==> src/rtl/mult_pkg.sv <==
// Shared types and defaults for the HI/LO multiply sequencing controller.
package mult_pkg;

    typedef enum logic [1:0] {
        MULTU = 2'd0,
        MULT  = 2'd1,
        MTHI  = 2'd2,
        MTLO  = 2'd3
    } mult_op_e;

    typedef enum logic [1:0] {
        IDLE  = 2'd0,
        BUSY  = 2'd1,
        WRITE = 2'd2
    } mult_state_e;

    localparam int WIDTH_DEFAULT       = 32;
    localparam int MUL_LATENCY_DEFAULT = 3;

endpackage

==> src/rtl/mult_sign_adjust.sv <==
// Operand magnitude and 2*WIDTH conditional negate for signed MULT.
// Only compiled into the design when MULT_SIGNED_EN is defined.
module mult_sign_adjust #(
    parameter int WIDTH = 32
) (
    input  logic               sign_en,
    input  logic [WIDTH-1:0]   a,
    input  logic [WIDTH-1:0]   b,
    output logic [WIDTH-1:0]   mag_a,
    output logic [WIDTH-1:0]   mag_b,
    output logic               neg,
    input  logic               prod_neg,
    input  logic [2*WIDTH-1:0] prod,
    output logic [2*WIDTH-1:0] prod_adj
);

    // Magnitude of the most negative value wraps back to itself, which is the
    // correct unsigned magnitude, so no overflow handling is needed.
    always_comb begin
        mag_a    = (sign_en && a[WIDTH-1]) ? (~a + WIDTH'(1)) : a;
        mag_b    = (sign_en && b[WIDTH-1]) ? (~b + WIDTH'(1)) : b;
        neg      = sign_en && (a[WIDTH-1] ^ b[WIDTH-1]);
        prod_adj = prod_neg ? (~prod + (2*WIDTH)'(1)) : prod;
    end

endmodule

==> src/rtl/mult_hilo_ctrl.sv <==
// Sequences MULT/MULTU/MTHI/MTLO against a fixed-latency pipelined multiplier
// and owns HI/LO. Signed MULT support is built only with MULT_SIGNED_EN.
//
// state | meaning
// IDLE  | ready for an op; MTHI/MTLO complete here in one cycle
// BUSY  | product in flight, cnt counts down the multiplier latency
// WRITE | multiplier output valid; HI/LO captured at the end of this cycle
module mult_hilo_ctrl
    import mult_pkg::*;
#(
    parameter int WIDTH       = WIDTH_DEFAULT,
    parameter int MUL_LATENCY = MUL_LATENCY_DEFAULT
) (
    input  logic             clk,
    input  logic             rst,
    input  logic             op_valid,
    input  logic [1:0]       op_code,
    input  logic [WIDTH-1:0] op_a,
    input  logic [WIDTH-1:0] op_b,
    output logic             op_ready,
    input  logic             mf_req,
    input  logic             mf_sel,
    output logic [WIDTH-1:0] mf_data,
    output logic             stall,
    output logic             busy,
    output logic             mul_en,
    output logic [WIDTH-1:0] mul_a,
    output logic [WIDTH-1:0] mul_b,
    input  logic [WIDTH-1:0] mul_hi,
    input  logic [WIDTH-1:0] mul_lo,
    output logic [WIDTH-1:0] hi,
    output logic [WIDTH-1:0] lo
);

    localparam int               CNT_W    = (MUL_LATENCY > 1) ? $clog2(MUL_LATENCY) : 1;
    localparam logic [CNT_W-1:0] CNT_LOAD = CNT_W'(MUL_LATENCY - 1);

    mult_state_e        state_q, state_d;
    logic [CNT_W-1:0]   cnt_q, cnt_d;
    logic [WIDTH-1:0]   hi_q, hi_d, lo_q, lo_d;
    logic [WIDTH-1:0]   mul_a_q, mul_a_d, mul_b_q, mul_b_d;
    logic [WIDTH-1:0]   op_mag_a, op_mag_b;
    logic [2*WIDTH-1:0] prod_wr;
    mult_op_e           op_e;
    logic               mul_accept;

    assign op_e       = mult_op_e'(op_code);
    assign mul_accept = (state_q == IDLE) && op_valid && ((op_e == MULTU) || (op_e == MULT));

`ifdef MULT_SIGNED_EN
    logic neg_q, neg_d, op_neg;

    mult_sign_adjust #(.WIDTH(WIDTH)) u_sign_adjust (
        .sign_en  (op_e == MULT),
        .a        (op_a),
        .b        (op_b),
        .mag_a    (op_mag_a),
        .mag_b    (op_mag_b),
        .neg      (op_neg),
        .prod_neg (neg_q),
        .prod     ({mul_hi, mul_lo}),
        .prod_adj (prod_wr)
    );

    always_comb begin
        neg_d = neg_q;
        if (mul_accept) neg_d = op_neg;
    end

    always_ff @(posedge clk or negedge rst) begin
        if (!rst) neg_q <= 1'b0;
        else      neg_q <= neg_d;
    end
`else
    assign op_mag_a = op_a;
    assign op_mag_b = op_b;
    assign prod_wr  = {mul_hi, mul_lo};
`endif

    always_comb begin
        state_d = state_q;
        cnt_d   = cnt_q;
        hi_d    = hi_q;
        lo_d    = lo_q;
        mul_a_d = mul_a_q;
        mul_b_d = mul_b_q;
        mul_en  = 1'b0;
        case (state_q)
            IDLE: begin
                if (mul_accept) begin
                    mul_a_d = op_mag_a;
                    mul_b_d = op_mag_b;
                    cnt_d   = CNT_LOAD;
                    state_d = BUSY;
                end else if (op_valid && (op_e == MTHI)) begin
                    hi_d = op_a;
                end else if (op_valid && (op_e == MTLO)) begin
                    lo_d = op_a;
                end
            end
            BUSY: begin
                mul_en = 1'b1;
                if (cnt_q == '0) state_d = WRITE;
                else             cnt_d   = cnt_q - CNT_W'(1);
            end
            WRITE: begin
                mul_en       = 1'b1;
                {hi_d, lo_d} = prod_wr;
                state_d      = IDLE;
            end
            default: state_d = IDLE;
        endcase
    end

    always_ff @(posedge clk or negedge rst) begin
        if (!rst) begin
            state_q <= IDLE;
            cnt_q   <= '0;
            hi_q    <= '0;
            lo_q    <= '0;
            mul_a_q <= '0;
            mul_b_q <= '0;
        end else begin
            state_q <= state_d;
            cnt_q   <= cnt_d;
            hi_q    <= hi_d;
            lo_q    <= lo_d;
            mul_a_q <= mul_a_d;
            mul_b_q <= mul_b_d;
        end
    end

    // Reads are unblocked by state alone: an op accepted this cycle has not
    // raised busy yet, so the requester sees the pre-op HI/LO.
    assign op_ready = (state_q == IDLE);
    assign busy     = (state_q != IDLE);
    assign stall    = mf_req && busy;
    assign mf_data  = mf_sel ? hi_q : lo_q;
    assign mul_a    = mul_a_q;
    assign mul_b    = mul_b_q;
    assign hi       = hi_q;
    assign lo       = lo_q;

endmodule
==> config.mk <==
export PLATFORM = sky130hd
export DESIGN_NAME = mult_hilo_ctrl
export DESIGN_NICKNAME = d
export VERILOG_FILES = /design/src/rtl/mult_pkg.sv /design/src/rtl/mult_sign_adjust.sv /design/src/rtl/mult_hilo_ctrl.sv
export SDC_FILE = /design/constraint.sdc
export NUM_CORES = 1
export LEC_CHECK = 0
export CAP_MARGIN = 40
export CORE_ASPECT_RATIO = 0.8
export CORE_MARGIN = 8
export CORE_UTILIZATION = 35
export DETAILED_ROUTE_END_ITERATION = 12
export MAX_ROUTING_LAYER = met4
export PLACE_DENSITY = 0.81
export SLEW_MARGIN = 20
export SYNTH_ARGS = -nofsm -noshare
export SYNTH_HDL_FRONTEND = slang
export SYNTH_HIERARCHICAL = 1
export SYNTH_SLANG_ARGS = --single-unit
==> constraint.sdc <==
create_clock -name clk -period 1.9 [get_ports clk]
set_clock_uncertainty 0.15 [all_clocks]
set_input_delay 0.38 -clock clk [delete_from_list [all_inputs] [get_ports clk]]
set_output_delay 0.38 -clock clk [all_outputs]
set_load 0.01 [all_outputs]
==> results.json <==
{
  "outcome": "finished, violations left",
  "violations": "negative setup slack",
  "slew_headroom": 0.716,
  "max_freq_ghz": 0.525,
  "grt.busiest_layer": "met2",
  "fin_area_um2": 10600,
  "fin_crit_ps": 1910,
  "root_buffer": "clkbuf_16",
  "layout_common_cells": "clkdlybuf4s50_1, mux2_2, dfrtp_1",
  "yosys.area_share.xor_xnor": 0,
  "synth-simple-area-share": 0.121,
  "path_clk_slew_ps": 60,
  "synth_compound_area_frac": 0.00920,
  "cts_sinks": 132,
  "antenna_found_initial": 2,
  "finalSetupViolations": 4,
  "dp_hpwl_um": 15400,
  "synth_cell_type_count": 23,
  "first_iter_violations": 285,
  "synth_adder_area_share": 0.0120,
  "clockBufferDepth": 2,
  "drive_gt1_frac": 0.320,
  "final_common_cell": "clkdlybuf4s50_1",
  "required_ps": 2040,
  "die-area_um2": 22400,
  "pwr-share-comb": 0.522,
  "wl_um": 21600,
  "vias_per_cell": 4.69,
  "drt-wirelength-per-cell_um": 19.6,
  "final_nets": 1004,
  "pwr-share-clk": 0.185,
  "switching_share": 0.343,
  "die_height_um": 136,
  "use_met3": 0.0586,
  "hold_path.class": "input pin to async pin",
  "p_int_mw": 11.6,
  "grt_pass1_vias": 5408,
  "seq_area_frac_synth": 0.528,
  "synth_top_family_by_area": "multiplexers",
  "grt_max_degree": 46,
  "routabilityCongestion": 0.799,
  "end_kind": "flip-flop",
  "finalMaxSlewViolations": 0,
  "grtUsageTotal": 0.182,
  "holdWs_ps": 312,
  "initial_core_util": 0.359,
  "area_growth_pct": 69.4,
  "ir_worst_vdd_uv": 808,
  "io_pins": 299,
  "cp_max_fo": 11,
  "drc": 0,
  "p_per_area_nw_per_um2": 1670,
  "first_pass_iters": 4,
  "hold_viol": 0,
  "synth_fp_nets": 658,
  "cts-buffers-inserted": 17,
  "use_met1": 0.215,
  "clk_latency_ps": 410,
  "nFillCells": 1436,
  "synthMuxAreaShare": 0.292,
  "setup_ws_ps": -5.90,
  "rows": 43,
  "grt_overflow": 0,
  "synth-seq-cells": 132,
  "grt_pass1_wl_um": 30600,
  "numPortBuffers": 298,
  "yosys_warnings": 6,
  "startpoint_type": "input pin",
  "core-area_um2": 17400,
  "vias": 5173,
  "die_x_um": 165,
  "drtAntennaViolNets": 0,
  "p_sw_mw": 6.06,
  "final.period_utilization": 1.00,
  "dpl-instance-area_um2": 9710,
  "cts_tree": "yes",
  "worst_slew_pin_slew_ps": 426,
  "rsz0062_at_grt": "true",
  "use_met2": 0.300,
  "cp_data_arrival_time_ps": 2050,
  "avgSynthCellArea_um2": 12.1,
  "synthesis.area_um2": 6260,
  "p_leak_nw": 5.07,
  "crit_type": "input pin to flip-flop",
  "p_seq_frac": 0.293,
  "netlist_instances": 517,
  "cts-htree-levels": 4,
  "pre_cts_slack_ps": -427,
  "maxCapViolations": 0
}
[final cells by class]
cell class	instances	area (um2)	area share
Timing Repair Buffer	355	3600	0.340
Sequential cell	132	3300	0.312
Multi-Input combinational cell	349	2800	0.264
Clock buffer	19	433	0.0408
Tap cell	225	282	0.0266
Clock inverter	13	150	0.0142
Inverter	8	30.0	0.00283
Antenna cell	3	7.51	0.000708
[timing repair]
action | in CTS | in global routing
resized for setup | 126 | 67
buffers inserted | 6 | 13
hold buffers | 1 | 0
cloned | 0 | 8
pin swaps | 1 | 2
endpoints found under the hold margin | 36 | 0
setup endpoints to repair | 133 | 188
[through the flow]
stage	cells	total power, mW	setup TNS (ps)	util
2_1_floorplan	517	9.32	0	-
3_3_place_gp	1041	14.5	-30140	0.557
3_5_place_dp	1041	14.7	-34080	0.557
4_1_cts	1080	17.7	-5.67	0.592
5_1_grt	1103	18.8	-3640	0.608
6_report	1104	17.7	-12.3	0.608
[kinds of logic after synthesis]
logic type / after synthesis
adders and majority gates: 6
AOI/OAI and AO/OA: 7
DFF: 132
muxes: 162
buffers and inverters: 37
and+or+nand+nor: 173
[routing by layer]
layer / part of all wire / routed length (um)
met5: 0 / 0
met4: 0.0086 / 186
met3: 0.069 / 1490
met2: 0.49 / 10600
met1: 0.43 / 9380
[sequential cells by signal, indices dropped and copies added (netlist names)]
signal,count
cnt_q,2
hi,32
lo,32
mul_a,32
mul_b,32
state_q,2
[final timing paths]
check / end / slack [ps] / from / cells past startpoint
min: hi[6] / 310 / rst / 2
max in group asynchronous: mul_a[23] / 760 / rst / 3
min in group clk: mul_a[31] / 350 / mul_a[31] / 1
max: hi[16] / -6 / op_valid / 6
min reg2reg: mul_a[31] / 350 / mul_a[31] / 1
max reg2reg: mul_a[16] / 0 / state_q[0] / 7
[power by group through the flow]
stage	sequential, mW	clock, mW	combinational (mW)
final	5.18	3.27	9.25
after global routing	5.39	3.47	9.90
after CTS	5.22	3.34	9.12
after detailed placement	5.26	0	9.42
after global placement	5.21	0	9.25
after floorplan	5.76	0	3.56
[synth_stat cells]
| cell | instances | area share |
|---|---|---|
| ha_1 | 6 | 0.012 |
| nand3_1 | 1 | 0.00080 |
| clkbuf_1 | 7 | 0.0042 |
| nor2b_1 | 2 | 0.0020 |
| and3_1 | 2 | 0.0020 |
| dfrtp_1 | 132 | 0.53 |
| a211o_1 | 1 | 0.0014 |
| buf_2 | 10 | 0.0080 |
| o21ai_2 | 2 | 0.0028 |
| a2111oi_0 | 1 | 0.0014 |
| inv_1 | 8 | 0.0048 |
| mux2_2 | 154 | 0.28 |
| buf_6 | 11 | 0.020 |
| nand2_1 | 128 | 0.077 |
| nand2b_1 | 34 | 0.034 |
| mux2_1 | 8 | 0.014 |
| nand3b_2 | 1 | 0.0018 |
| nor3_1 | 1 | 0.00080 |
| a22o_1 | 2 | 0.0028 |
| a21oi_1 | 1 | 0.00080 |
| nor2_1 | 2 | 0.0012 |
| buf_4 | 1 | 0.0012 |
| nor4_1 | 2 | 0.0020 |
[worst max-delay path: stages]
cell and delay, ps:
clkdlybuf4s50_1 610, nand3_2 210, o21ai_4 190, buf_4 150, buf_12 150, mux2_2 350
Note: power is estimated with default switching activity, not from simulation.
